$ cat src/rtl/mc14500b_pkg.sv
// mc14500b_pkg: shared types for the MC14500B industrial control unit.
//   instruction_t : 4-bit opcode enum, NOPO (0x0) .. NOPF (0xF).
package mc14500b_pkg;

    typedef enum logic [3:0] {
        NOPO = 4'h0,
        LD   = 4'h1,
        LDC  = 4'h2,
        AND  = 4'h3,
        ANDC = 4'h4,
        OR   = 4'h5,
        ORC  = 4'h6,
        XNOR = 4'h7,
        STO  = 4'h8,
        STOC = 4'h9,
        IEN  = 4'hA,
        OEN  = 4'hB,
        JMP  = 4'hC,
        RTN  = 4'hD,
        SKZ  = 4'hE,
        NOPF = 4'hF
    } instruction_t;

endpackage

$ cat src/rtl/mc14500b_lu.sv
// mc14500b_lu: combinational logic unit of the MC14500B.
//   op      in  instruction_t  current opcode
//   rr      in  1              current result register
//   dg      in  1              gated data input (data_in & IEN)
//   rr_next out 1              next RR; opcodes outside LD..XNOR pass RR through
module mc14500b_lu
    import mc14500b_pkg::*;
(
    input  instruction_t op,
    input  logic         rr,
    input  logic         dg,
    output logic         rr_next
);

    always_comb begin
        rr_next = rr;
        case (op)
            LD:      rr_next = dg;
            LDC:     rr_next = ~dg;
            AND:     rr_next = rr & dg;
            ANDC:    rr_next = rr & ~dg;
            OR:      rr_next = rr | dg;
            ORC:     rr_next = rr | ~dg;
            XNOR:    rr_next = ~(rr ^ dg);
            default: rr_next = rr;
        endcase
    end

endmodule

$ cat src/rtl/mc14500b_icu.sv
// mc14500b_icu: 1-bit industrial control unit (Motorola MC14500B instruction set).
// Executes one instruction per rising clk edge; all outputs are registered.
//   clk      in   1  system clock
//   rst      in   1  asynchronous active-low reset
//   data_in  in   1  data bus bit D
//   i        in   4  opcode (instruction_t encoding)
//   write    out  1  store strobe
//   data_out out  1  store data, held between stores
//   jmp      out  1  JMP strobe
//   rtn      out  1  RTN strobe
//   flag_o   out  1  NOPO strobe
//   flag_f   out  1  NOPF strobe
//   rr_out   out  1  current result register
// Configuration: define MC14500B_SKIP_EN to enable SKZ/RTN skip behaviour;
// when undefined the skip latch is tied 0 (SKZ is a NOP, RTN only pulses rtn).
module mc14500b_icu
    import mc14500b_pkg::*;
(
    input  logic       clk,
    input  logic       rst,
    input  logic       data_in,
    input  logic [3:0] i,
    output logic       write,
    output logic       data_out,
    output logic       jmp,
    output logic       rtn,
    output logic       flag_o,
    output logic       flag_f,
    output logic       rr_out
);

    instruction_t op;
    logic         rr, ien, oen, skip;
    logic         dg, rr_next;

    assign op     = instruction_t'(i);
    assign dg     = data_in & ien;
    assign rr_out = rr;

    mc14500b_lu u_lu (
        .op      (op),
        .rr      (rr),
        .dg      (dg),
        .rr_next (rr_next)
    );

    // Main state and strobes. A pending skip turns the whole instruction into
    // a NOP, so every update below is gated by ~skip.
    always_ff @(posedge clk or negedge rst) begin
        if (!rst) begin
            rr       <= 1'b0;
            ien      <= 1'b0;
            oen      <= 1'b0;
            data_out <= 1'b0;
            write    <= 1'b0;
            jmp      <= 1'b0;
            rtn      <= 1'b0;
            flag_o   <= 1'b0;
            flag_f   <= 1'b0;
        end else begin
            write  <= 1'b0;
            jmp    <= 1'b0;
            rtn    <= 1'b0;
            flag_o <= 1'b0;
            flag_f <= 1'b0;
            if (!skip) begin
                rr <= rr_next;
                case (op)
                    NOPO: flag_o <= 1'b1;
                    STO:  if (oen) begin data_out <= rr;  write <= 1'b1; end
                    STOC: if (oen) begin data_out <= ~rr; write <= 1'b1; end
                    IEN:  ien    <= data_in;
                    OEN:  oen    <= data_in;
                    JMP:  jmp    <= 1'b1;
                    RTN:  rtn    <= 1'b1;
                    NOPF: flag_f <= 1'b1;
                    default: ;
                endcase
            end
        end
    end

`ifdef MC14500B_SKIP_EN
    // Skip always clears after one instruction, so a skipped SKZ/RTN cannot
    // re-arm it and skips never chain.
    always_ff @(posedge clk or negedge rst) begin
        if (!rst)
            skip <= 1'b0;
        else if (skip)
            skip <= 1'b0;
        else if (op == RTN)
            skip <= 1'b1;
        else if (op == SKZ)
            skip <= ~rr;
        else
            skip <= 1'b0;
    end
`else
    assign skip = 1'b0;
`endif

endmodule

$ cat config.mk
export PLATFORM = sky130hd
export DESIGN_NAME = mc14500b_icu
export DESIGN_NICKNAME = d
export VERILOG_FILES = /design/src/rtl/mc14500b_pkg.sv /design/src/rtl/mc14500b_lu.sv /design/src/rtl/mc14500b_icu.sv
export SDC_FILE = /design/constraint.sdc
export NUM_CORES = 1
export LEC_CHECK = 0
export BUFFER_PORTS_ARGS = -buffer_cell sky130_fd_sc_hd__buf_4
export CAP_MARGIN = 30
export CORE_AREA = 2 2 39 41
export DETAILED_ROUTE_END_ITERATION = 6
export DIE_AREA = 0 0 41 43
export MAX_ROUTING_LAYER = met4
export PLACE_DENSITY_LB_ADDON = 0.08
export SETUP_SLACK_MARGIN = 0.3
export SLEW_MARGIN = 15
export SYNTH_ARGS = -nofsm -noshare
export SYNTH_HDL_FRONTEND = slang
export SYNTH_HIERARCHICAL = 1
export SYNTH_SLANG_ARGS = --single-unit
$ cat constraint.sdc
create_clock -name clk -period 1.2 [get_ports clk]
set_clock_uncertainty 0.05 [all_clocks]
set_input_delay 0.18 -clock clk [delete_from_list [all_inputs] [get_ports clk]]
set_output_delay 0.18 -clock clk [all_outputs]
set_load 0.03 [all_outputs]
==> flow_metrics.env, run 1 <==
export IMPL_status="finished clean"
export IMPL_grt_total_usage=0.1356
export IMPL_dieHeight_um=43
export IMPL_worst_hold_slack_ns=0.08078
export IMPL_cts_buffer_depth=2
export IMPL_synth_cell_types=19
export IMPL_finalCritPeriodShare=0.9130
export IMPL_coreArea_um2=1384
export IMPL_layout_common_cells="8 x dfrtp_1, 8 x buf_4, 7 x buf_6"
export IMPL_antennaDiodeCount=0
export IMPL_setup_viol=0
export IMPL_area_growth_pct=52.27
export IMPL_std_cell_rows=14
export IMPL_setup_tns_ns=0
export IMPL_antenna_found_initial=0
export IMPL_endpoint_kind="output port"
export IMPL_fin_util=0.4557
export IMPL_first_global_vias=343
export IMPL_cts_tree="built"
export IMPL_grt_max_degree=11
export IMPL_root_buffer="clkbuf_4"
export IMPL_place_inst=61
export IMPL_cts_sinks=9
export IMPL_drv_cap=0
export IMPL_path_buf_inv=1
export IMPL_ys_seq_elements=9
export IMPL_cp_max_fo=4
export IMPL_report_final_slew_viol_count=0
export IMPL_syn_area_um2=414.1
export IMPL_cts_buffers=3
export IMPL_worstMarginPinSlew_ns=0.2933
export IMPL_synth_avg_cell_area_um2=13.36
export IMPL_drtPass1Iterations=4
export IMPL_io_buffers=13
export IMPL_crit_start="rr_out"
export IMPL_htreeDepth=1
export IMPL_ir_drop_uv=883.2
export IMPL_viasPerCell=4.806
export IMPL_min_from="i[2]"
export IMPL_yosysWarnings=6
export IMPL_drive_above_1_share=0.5882
export IMPL_stdcell_count=67
export IMPL_critPathLaunchType="flop"
export IMPL_worst_skew_pair_late_latency_ns=0.27
export IMPL_fmax_mhz=912.7
export IMPL_drt_antenna_violating_nets=0
export IMPL_initialDrtViolationCount=3
export IMPL_die_w_um=41
export IMPL_start_util=0.2993
export IMPL_slowest_stage="dfrtp_2"
export IMPL_clk_pin_slew_ns=0.07
export IMPL_cp_cell_sequence="buf_6"
export IMPL_min_period_ns=1.096
export IMPL_grt_overflow=0
export IMPL_syn_nets=38
export IMPL_drt_wirelength_per_cell_um=12.87
export IMPL_hold_violations=0
export IMPL_nets=59
export IMPL_rrSetupSlack_ns=0.11
export IMPL_grt_pass1_wl_um=1504
export IMPL_critPathTopFamily="flip-flops"
export IMPL_arrival_ns=0.87
export IMPL_worst_slew_margin_rel=0.8041
export IMPL_seq_area_frac_synth=0.5438
export IMPL_rr_startpoint="ien"
export IMPL_pwr_density_cell_nw_per_um2=1464
export IMPL_die_area_um2=1763
export IMPL_cp_required_ns=0.97
export IMPL_critPathKind="reg2out"
export IMPL_leakage_nw=0.2900
export IMPL_post_place_ws_ns=0.07703
export IMPL_setup_ws_ns=0.1044
export IMPL_hpwlAfterDp_um=596.5
export IMPL_wirelength_um=862
export IMPL_place_congestion=0.6502
export IMPL_hp_class="in2reg"
export IMPL_num_vias=322
export IMPL_cp_slowest_stage_delay_ns=0.45
export IMPL_io_pins=14
export IMPL_syn_inst=31
export IMPL_grt_setup_unrepaired="yes"
export IMPL_drc_errors=0
[flip-flops by register name, summed over array words and instances (netlist names)]
name,cells
data_out,1
flag_f,1
flag_o,1
ien,1
jmp,1
oen,1
rr_out,1
rtn,1
write,1
[layer usage]
metal / share of wire / vias to the layer above / track usage / routed length, um
li1: - / 156 / - / -
met4: 0 / 0 / 0.02000 / 0
met3: 0.074 / 0 / 0.09424 / 64
met2: 0.47 / 17 / 0.1844 / 409
met1: 0.45 / 149 / 0.1672 / 388
met5: 0 / - / - / 0
[stage by stage]
step,power (mW),instance area [um^2]
floorplan,0.5299,424.2
global placement,0.6288,549.3
detailed placement,0.6324,549.3
CTS,0.9276,619.3
global route,0.9877,630.6
finish,0.9229,630.6
[path summary, 6_finish.rpt]
kind                            endpoint  cells after the start
worst max-delay path              rr_out                      1
worst min-delay path              flag_o                      2
worst max register to register    rr_out                      4
worst min register to register       ien                      1
max in group asynchronous         rr_out                      2
min in group asynchronous         flag_o                      2
[power by group]
group          internal [mW]  switching [mW]
sequential             0.349          0.0337
combinational          0.163           0.138
clock                  0.128           0.112
total                  0.640           0.283
[cell type report]
cell class              count  area, um^2
flip-flops and latches      9       226.5
multi-input cells          21       205.2
inverters                   1       3.754
well taps                  16       20.02
repair buffers             16       148.9
fillers                   138       753.2
clock buffers               4       26.28
[what timing repair did]
action | in CTS | in global routing
endpoints found under the hold margin | 9 | 0
hold buffers | 1 | 0
endpoints found under the setup margin | 9 | 9
pin swaps | 1 | 0
gates cloned | 0 | 0
gates resized for setup | 7 | 2
setup buffers | 1 | 0
[cells by family (layout without fill, tap and decap cells)]
kind of cell / Yosys count / in the layout / share of synthesized area
compound gates: 5 / 5 / 0.1027
xor+xnor: 2 / 2 / 0.04230
buf+inv: 1 / 21 / 0.009055
flops: 9 / 9 / 0.5438
mux: 3 / 3 / 0.09970
simple gates: 11 / 11 / 0.2024
[synth_stat cells]
cell | number | area [um^2]
a2111oi_2 | 1 | 15.01
and4bb_1 | 1 | 12.51
nand2_1 | 2 | 7.510
nor2_1 | 1 | 3.750
a311oi_1 | 1 | 8.760
nor3_1 | 1 | 5.000
nor3b_1 | 1 | 7.510
mux2_2 | 1 | 11.26
dfrtp_1 | 9 | 225.2
nand4b_1 | 1 | 8.760
and4bb_4 | 1 | 16.27
and4_2 | 1 | 10.01
a21o_2 | 1 | 8.760
mux2_4 | 2 | 30.03
nor4_1 | 1 | 6.260
and2_1 | 1 | 6.260
inv_1 | 1 | 3.750
xor2_1 | 2 | 17.52
a21oi_1 | 2 | 10.01
(Power assumes the default switching activity.)
==> inputs of run 2 (changes only) <==
--- a/config.mk
+++ b/config.mk
@@ -7,6 +7,8 @@
 export LEC_CHECK = 0
 export BUFFER_PORTS_ARGS = -buffer_cell sky130_fd_sc_hd__buf_4
 export CAP_MARGIN = 30
+export CELL_PAD_IN_SITES_DETAIL_PLACEMENT = 1
+export CELL_PAD_IN_SITES_GLOBAL_PLACEMENT = 1
 export CORE_AREA = 2 2 39 41
 export DETAILED_ROUTE_END_ITERATION = 6
 export DIE_AREA = 0 0 41 43
@@ -18,3 +20,4 @@
 export SYNTH_HDL_FRONTEND = slang
 export SYNTH_HIERARCHICAL = 1
 export SYNTH_SLANG_ARGS = --single-unit
+export TNS_END_PERCENT = 50
==> run 2 against run 1 <==
  * Combinational power decreased by 5%
  * Hold slack better by 0.011 ns
  * Clock power about the same
  * Flip-flop and latch count unchanged
  * Wire length increased by 6.4%
  * Fmax down 1.5%
  * Utilization decreased by 0.99 points
  * Via count is 1.6% higher
  * Die area stayed put
  * Critical path depth increased by 3
  * First-iteration DRC count fell by 100%
  * Non-clock buffer count grew 1
  * Critical endpoint is now rr_out
  * Largest power group unchanged
  * Highest routed layer is now met4
==> flow_metrics.env, run 2 (synthesis gave the netlist of run 1 again) <==
export IMPL_nets=60
export IMPL_status="finished clean"
export IMPL_grt_total_usage=0.1301
export IMPL_power_switching_mw=0.2852
export IMPL_io_pins=14
export IMPL_grt_max_degree=11
export IMPL_arrival_ns=1.22
export IMPL_htreeDepth=1
export IMPL_num_vias=327
export IMPL_die_area_um2=1763
export IMPL_drt_antenna_violating_nets=0
export IMPL_setup_viol=0
export IMPL_grt_pass1_wl_um=1449
export IMPL_start_util=0.2993
export IMPL_swShare=0.3144
export IMPL_stdcell_count=68
export IMPL_antennaDiodeCount=0
export IMPL_viasPerCell=4.809
export IMPL_drtPass1Iterations=1
export IMPL_worst_skew_pair_late_latency_ns=0.26
export IMPL_leakage_nw=0.2934
export IMPL_drv_cap=0
export IMPL_endpoint_kind="flop"
export IMPL_area_growth_pct=48.94
export IMPL_die_w_um=41
export IMPL_antenna_found_initial=0
export IMPL_worst_hold_slack_ns=0.09136
export IMPL_drive_above_1_share=0.6154
export IMPL_p_seq_frac=0.424
export IMPL_io_buffers=13
export IMPL_pwr_density_cell_nw_per_um2=1470
export IMPL_cts_tree="built"
export IMPL_slowest_stage="dfrtp_1"
export IMPL_cp_cell_sequence="and2_4, a21oi_2, a21oi_2, a311oi_1"
export IMPL_grt_setup_unrepaired="yes"
export IMPL_fill_cells=151
export IMPL_cts_buffer_depth=2
export IMPL_cpMostUsedCell="a21oi_2"
export IMPL_min_period_ns=1.112
export IMPL_coreArea_um2=1384
export IMPL_cp_required_ns=1.31
export IMPL_critPathLaunchType="flop"
export IMPL_finalCritPeriodShare=0.9269
export IMPL_cp_max_fo=4
export IMPL_internal_power_mw=0.6218
export IMPL_ir_drop_uv=595.3
export IMPL_dieHeight_um=43
export IMPL_layout_common_cells="13 x buf_4, 8 x dfrtp_1, 3 x clkbuf_4, 3 x buf_6"
export IMPL_hpwlAfterDp_um=650.5
export IMPL_report_final_slew_viol_count=0
export IMPL_cts_buffers=3
export IMPL_root_buffer="clkbuf_4"
export IMPL_critPathKind="reg2reg"
export IMPL_drc_errors=0
export IMPL_hold_violations=0
export IMPL_worstMarginPinSlew_ns=0.2608
export IMPL_power_frac_clock=0.263
export IMPL_setup_tns_ns=0
export IMPL_worst_slew_margin_rel=0.8258
export IMPL_place_congestion=0.6424
export IMPL_drt_wirelength_per_cell_um=13.49
export IMPL_clk_pin_slew_ns=0.07
export IMPL_fmax_mhz=899.1
export IMPL_grt_overflow=0
export IMPL_wirelength_um=917
export IMPL_place_inst=61
export IMPL_hp_class="in2reg"
export IMPL_cp_slowest_stage_delay_ns=0.38
export IMPL_cts_sinks=9
export IMPL_initialDrtViolationCount=0
export IMPL_mostFrequentLayoutCell="buf_4"
export IMPL_std_cell_rows=14
export IMPL_first_global_vias=318
export IMPL_fin_util=0.4458
export IMPL_comb_power_share=0.313
export IMPL_fin_total_pwr_mw=0.9069
==> run 2: what timing repair did <==
item | in CTS | in global routing
pin swaps | 3 | 0
resized for setup | 3 | 1
endpoints found under the hold margin | 9 | 0
hold buffers | 1 | 0
cloned | 0 | 0
setup buffers | 1 | 1
setup endpoints to repair | 9 | 9
==> run 2: cell type report <==
type                    count  area [um^2]  area share
inverters                   1        3.754    0.006085
repair buffers             17        141.4      0.2292
flip-flops and latches      9        226.5      0.3671
clock inverters             1        5.005    0.008114
clock buffers               3        22.52     0.03651
well taps                  16        20.02     0.03245
multi-input cells          21        197.7      0.3205
==> run 2: critical path: cells and delay by family (launching register included) <==
family             cells  cell delay [ns]
DFF                    1             0.38
AOI/OAI and AO/OA      3             0.42
and+or+nand+nor        1             0.16
==> run 2: per-layer routing <==
metal	part of all wire	wire [um]	track usage	vias to the layer above
li1	-	-	-	159
met1	0.50	463	0.1867	151
met2	0.40	367	0.1594	15
met3	0.071	65	0.03141	2
met4	0.023	21	0.08000	0
met5	0	0	-	-
==> run 2: final timing paths <==
path | from | endpoint | slack, ns | cells past startpoint
worst max register to register | ien | rr_out | 0.09 | 4
min in group asynchronous | rst | write | 0.22 | 2
worst min register to register | ien | ien | 0.47 | 1
max in group asynchronous | rst | rr_out | 0.74 | 2
worst max-delay path | ien | rr_out | 0.09 | 4
worst min-delay path | i[2] | flag_o | 0.09 | 2
==> run 2: power groups by stage <==
stage | logic (mW) | clock network [mW] | registers (mW)
4_1_cts | 0.283 | 0.247 | 0.384
3_5_place_dp | 0.251 | 0 | 0.385
5_1_grt | 0.301 | 0.275 | 0.388
2_1_floorplan | 0.0914 | 0 | 0.439
6_report | 0.284 | 0.238 | 0.385
3_3_place_gp | 0.244 | 0 | 0.384
==> run 2: per-stage QoR <==
stage               worst slack [ns]  cell area (um^2)
floorplan                     0.1401             424.2
global placement             0.08359             549.3
detailed placement           0.05337             549.3
CTS                          0.08717             605.6
global route                 0.03247             616.8
finish                       0.08775             616.8
==> inputs of run 3 (changes only) <==
--- a/config.mk
+++ b/config.mk
@@ -5,13 +5,14 @@
 export SDC_FILE = /design/constraint.sdc
 export NUM_CORES = 1
 export LEC_CHECK = 0
+export ABC_AREA = 1
 export BUFFER_PORTS_ARGS = -buffer_cell sky130_fd_sc_hd__buf_4
 export CAP_MARGIN = 30
 export CELL_PAD_IN_SITES_DETAIL_PLACEMENT = 1
 export CELL_PAD_IN_SITES_GLOBAL_PLACEMENT = 1
-export CORE_AREA = 2 2 39 41
+export CORE_MARGIN = 2
+export CORE_UTILIZATION = 33
 export DETAILED_ROUTE_END_ITERATION = 6
-export DIE_AREA = 0 0 41 43
 export MAX_ROUTING_LAYER = met4
 export PLACE_DENSITY_LB_ADDON = 0.08
 export SETUP_SLACK_MARGIN = 0.3
==> run 3 against run 2 <==
  * Worst setup slack improved by 0.074 ns
  * Critical path depth fell by 3
  * Count of clock-buffer cells in the layout rose by 1
  * Global-route usage rose by 5.5 points
  * Clock power fell by 3%
  * Final cell count rose by 34%
  * Power fell by 3.9%
  * Sequential power fell by 4%
  * Flip-flop and latch count did not move
  * Combinational power fell by 5%
  * Via count rose by 32%
  * Highest routed layer is now met3
==> flow_metrics.env, run 3 <==
export IMPL_die_w_um=40.90
export IMPL_netlist_top_cells_area="dfrtp_1 50%, nand2_1 13%, inv_1 6.7%"
export IMPL_swShare=0.3291
export IMPL_hp_class="in2reg"
export IMPL_worst_path_stages=1
export IMPL_synth_most_common_cell="nand2_1"
export IMPL_syn_area_um2=449.2
export IMPL_std_cell_rows=13
export IMPL_hold_violations=0
export IMPL_cp_required_ns=0.97
export IMPL_root_buffer="clkbuf_4"
export IMPL_wirelength_um=1063
export IMPL_fmax_mhz=962.7
export IMPL_synth_avg_cell_area_um2=7.880
export IMPL_grt_max_degree=11
export IMPL_nets=84
export IMPL_synth_top_cell_area_share=0.5014
export IMPL_crit_start="rr_out"
export IMPL_ys_flop_type="dfrtp_1"
export IMPL_r2r_end="rr_out"
export IMPL_comb_power_share=0.311
export IMPL_endpoint="rr_out"
export IMPL_leakage_nw=0.3479
export IMPL_drt_wirelength_per_cell_um=11.68
export IMPL_setup_viol=0
export IMPL_status="finished clean"
export IMPL_grt_setup_unrepaired="yes"
export IMPL_power_switching_mw=0.2869
export IMPL_drive_above_1_share=0.3947
export IMPL_cts_sinks=9
export IMPL_dieHeight_um=40.90
export IMPL_p_seq_frac=0.423
export IMPL_ir_drop_uv=488.1
export IMPL_min_period_ns=1.039
export IMPL_top_usage_layer="met2"
export IMPL_cts_buffers=3
export IMPL_yosysWarnings=6
export IMPL_viasPerCell=4.736
export IMPL_slowest_stage="dfrtp_2"
export IMPL_cts_tree="built"
export IMPL_cp_cell_sequence="buf_6"
export IMPL_start_util=0.3496
export IMPL_cp_slowest_stage_delay_ns=0.41
export IMPL_io_buffers=13
export IMPL_io_pins=14
export IMPL_critPathTopFamily="flip-flops"
export IMPL_layout_common_cells="15 x nand2_1, 10 x buf_4, 8 x dfrtp_1"
export IMPL_grt_pass1_wl_um=1807
export IMPL_arrival_ns=0.81
export IMPL_worst_slew_margin_rel=0.8716
export IMPL_clk_pin_slew_ns=0.06
export IMPL_synth_edf_count=0
export IMPL_place_congestion=0.6893
export IMPL_first_global_vias=411
export IMPL_cts_buffer_depth=2
export IMPL_grtUsageMet1=0.2267
export IMPL_use_met2=0.2617
export IMPL_async_flop_share=1.000
export IMPL_drtPass1Iterations=4
export IMPL_htreeDepth=1
export IMPL_synth_cell_types=15
export IMPL_seq_area_frac_synth=0.5014
export IMPL_r2r_worst_path_cells=6
export IMPL_area_growth_pct=42.62
export IMPL_grt_overflow=0
export IMPL_fill_cells=163
export IMPL_path_buf_inv=1
export IMPL_power_frac_clock=0.266
export IMPL_fin_total_pwr_mw=0.8717
export IMPL_num_vias=431
export IMPL_critPathLaunchType="flop"
export IMPL_grt_total_usage=0.1849
export IMPL_internal_power_mw=0.5848
export IMPL_synth_top_cell_by_area="dfrtp_1"
export IMPL_drt_antenna_violating_nets=0
export IMPL_regArea_um2=226.5
export IMPL_rrSetupSlack_ns=0.17
export IMPL_syn_nets=64
export IMPL_holdPathStages=2
export IMPL_cp_max_fo=2
export IMPL_coreArea_um2=1285
export IMPL_worst_skew_pair_late_latency_ns=0.26
export IMPL_hpwlAfterDp_um=809.9
export IMPL_report_final_slew_viol_count=0
export IMPL_antennaDiodeCount=0
export IMPL_endpoint_kind="output port"
export IMPL_mostFrequentLayoutCell="nand2_1"
export IMPL_finalCritPeriodShare=0.8656
export IMPL_multi_input_area_um2=201.4
export IMPL_place_area_um2=566.8
export IMPL_antenna_found_initial=0
export IMPL_ys_seq_elements=9
export IMPL_syn_inst=57
export IMPL_drc_errors=0
export IMPL_setup_tns_ns=0
export IMPL_ys_top_cells_by_count="16 x nand2_1, 9 x dfrtp_1, 8 x inv_1"
export IMPL_grtUsageMet3=0.04891
export IMPL_drv_cap=0
export IMPL_initialDrtViolationCount=2
export IMPL_finalInstanceArea_um2=640.6
export IMPL_die_area_um2=1672
export IMPL_critPathKind="reg2out"
export IMPL_worstMarginPinSlew_ns=0.1911
export IMPL_pwr_density_cell_nw_per_um2=1361
export IMPL_rr_startpoint="ien"
[run 3: cell types whose count changed in the layout (fill, tap and decap cells not counted), moves of 3 or more]
cell	previous run	this run
buf_4	13	10
inv_1	1	7
inv_2	0	3
nand2_1	1	15
nand4_1	0	3
nor2_1	1	4
o21ai_1	0	3
[run 3: final cells by class]
class,instances,share of cell area
timing repair buffer,15,0.2031
sequential,9,0.3535
inverter,10,0.05859
tap,15,0.02930
multi-input combinational,38,0.3145
clock buffer,4,0.04102
[run 3: layer usage]
layer,vias to the layer above,wire length [um]
met5,-,0
met4,0,0
met3,0,60
met2,13,513
met1,198,489
li1,220,-
[run 3: power by group through the flow]
stage	combinational, mW	sequential, mW	clock (mW)
final	0.271	0.369	0.232
after global routing	0.303	0.374	0.270
after CTS	0.266	0.368	0.243
after detailed placement	0.229	0.376	0
after global placement	0.226	0.374	0
after floorplan	0.0824	0.423	0
[run 3: stage by stage]
step	hold slack (ns)	cells	worst slack [ns]	util
finish	0.1015	91	0.1613	0.4985
CTS	0.09874	91	0.1582	0.4869
global placement	-0.03882	85	0.2097	0.4411
floorplan	-0.1656	57	0.2695	-
global route	0.1058	91	0.1017	0.4985
detailed placement	-0.03739	85	0.1575	0.4411
[run 3: how the worst min path moves through the flow]
stage	endpoint	slack, ns	startpoint
floorplan	data_out	-0.17	rst
global placement	rtn	-0.04	rst
detailed placement	flag_f	-0.04	rst
CTS	flag_o	0.1	i[3]
global route	flag_o	0.11	i[3]
finish	flag_o	0.10	i[3]
[run 3: logic make-up after synthesis]
group,share of synthesized area
buf+inv,0.08357
compound gates,0.06964
simple gates,0.3454
flops,0.5014
[run 3: timing repair]
action	4_1_cts	5_1_grt
buffers inserted	1	0
hold buffers	1	0
resized for setup	5	4
setup endpoints to repair	8	9
pin swaps	0	3
endpoints found under the hold margin	9	0
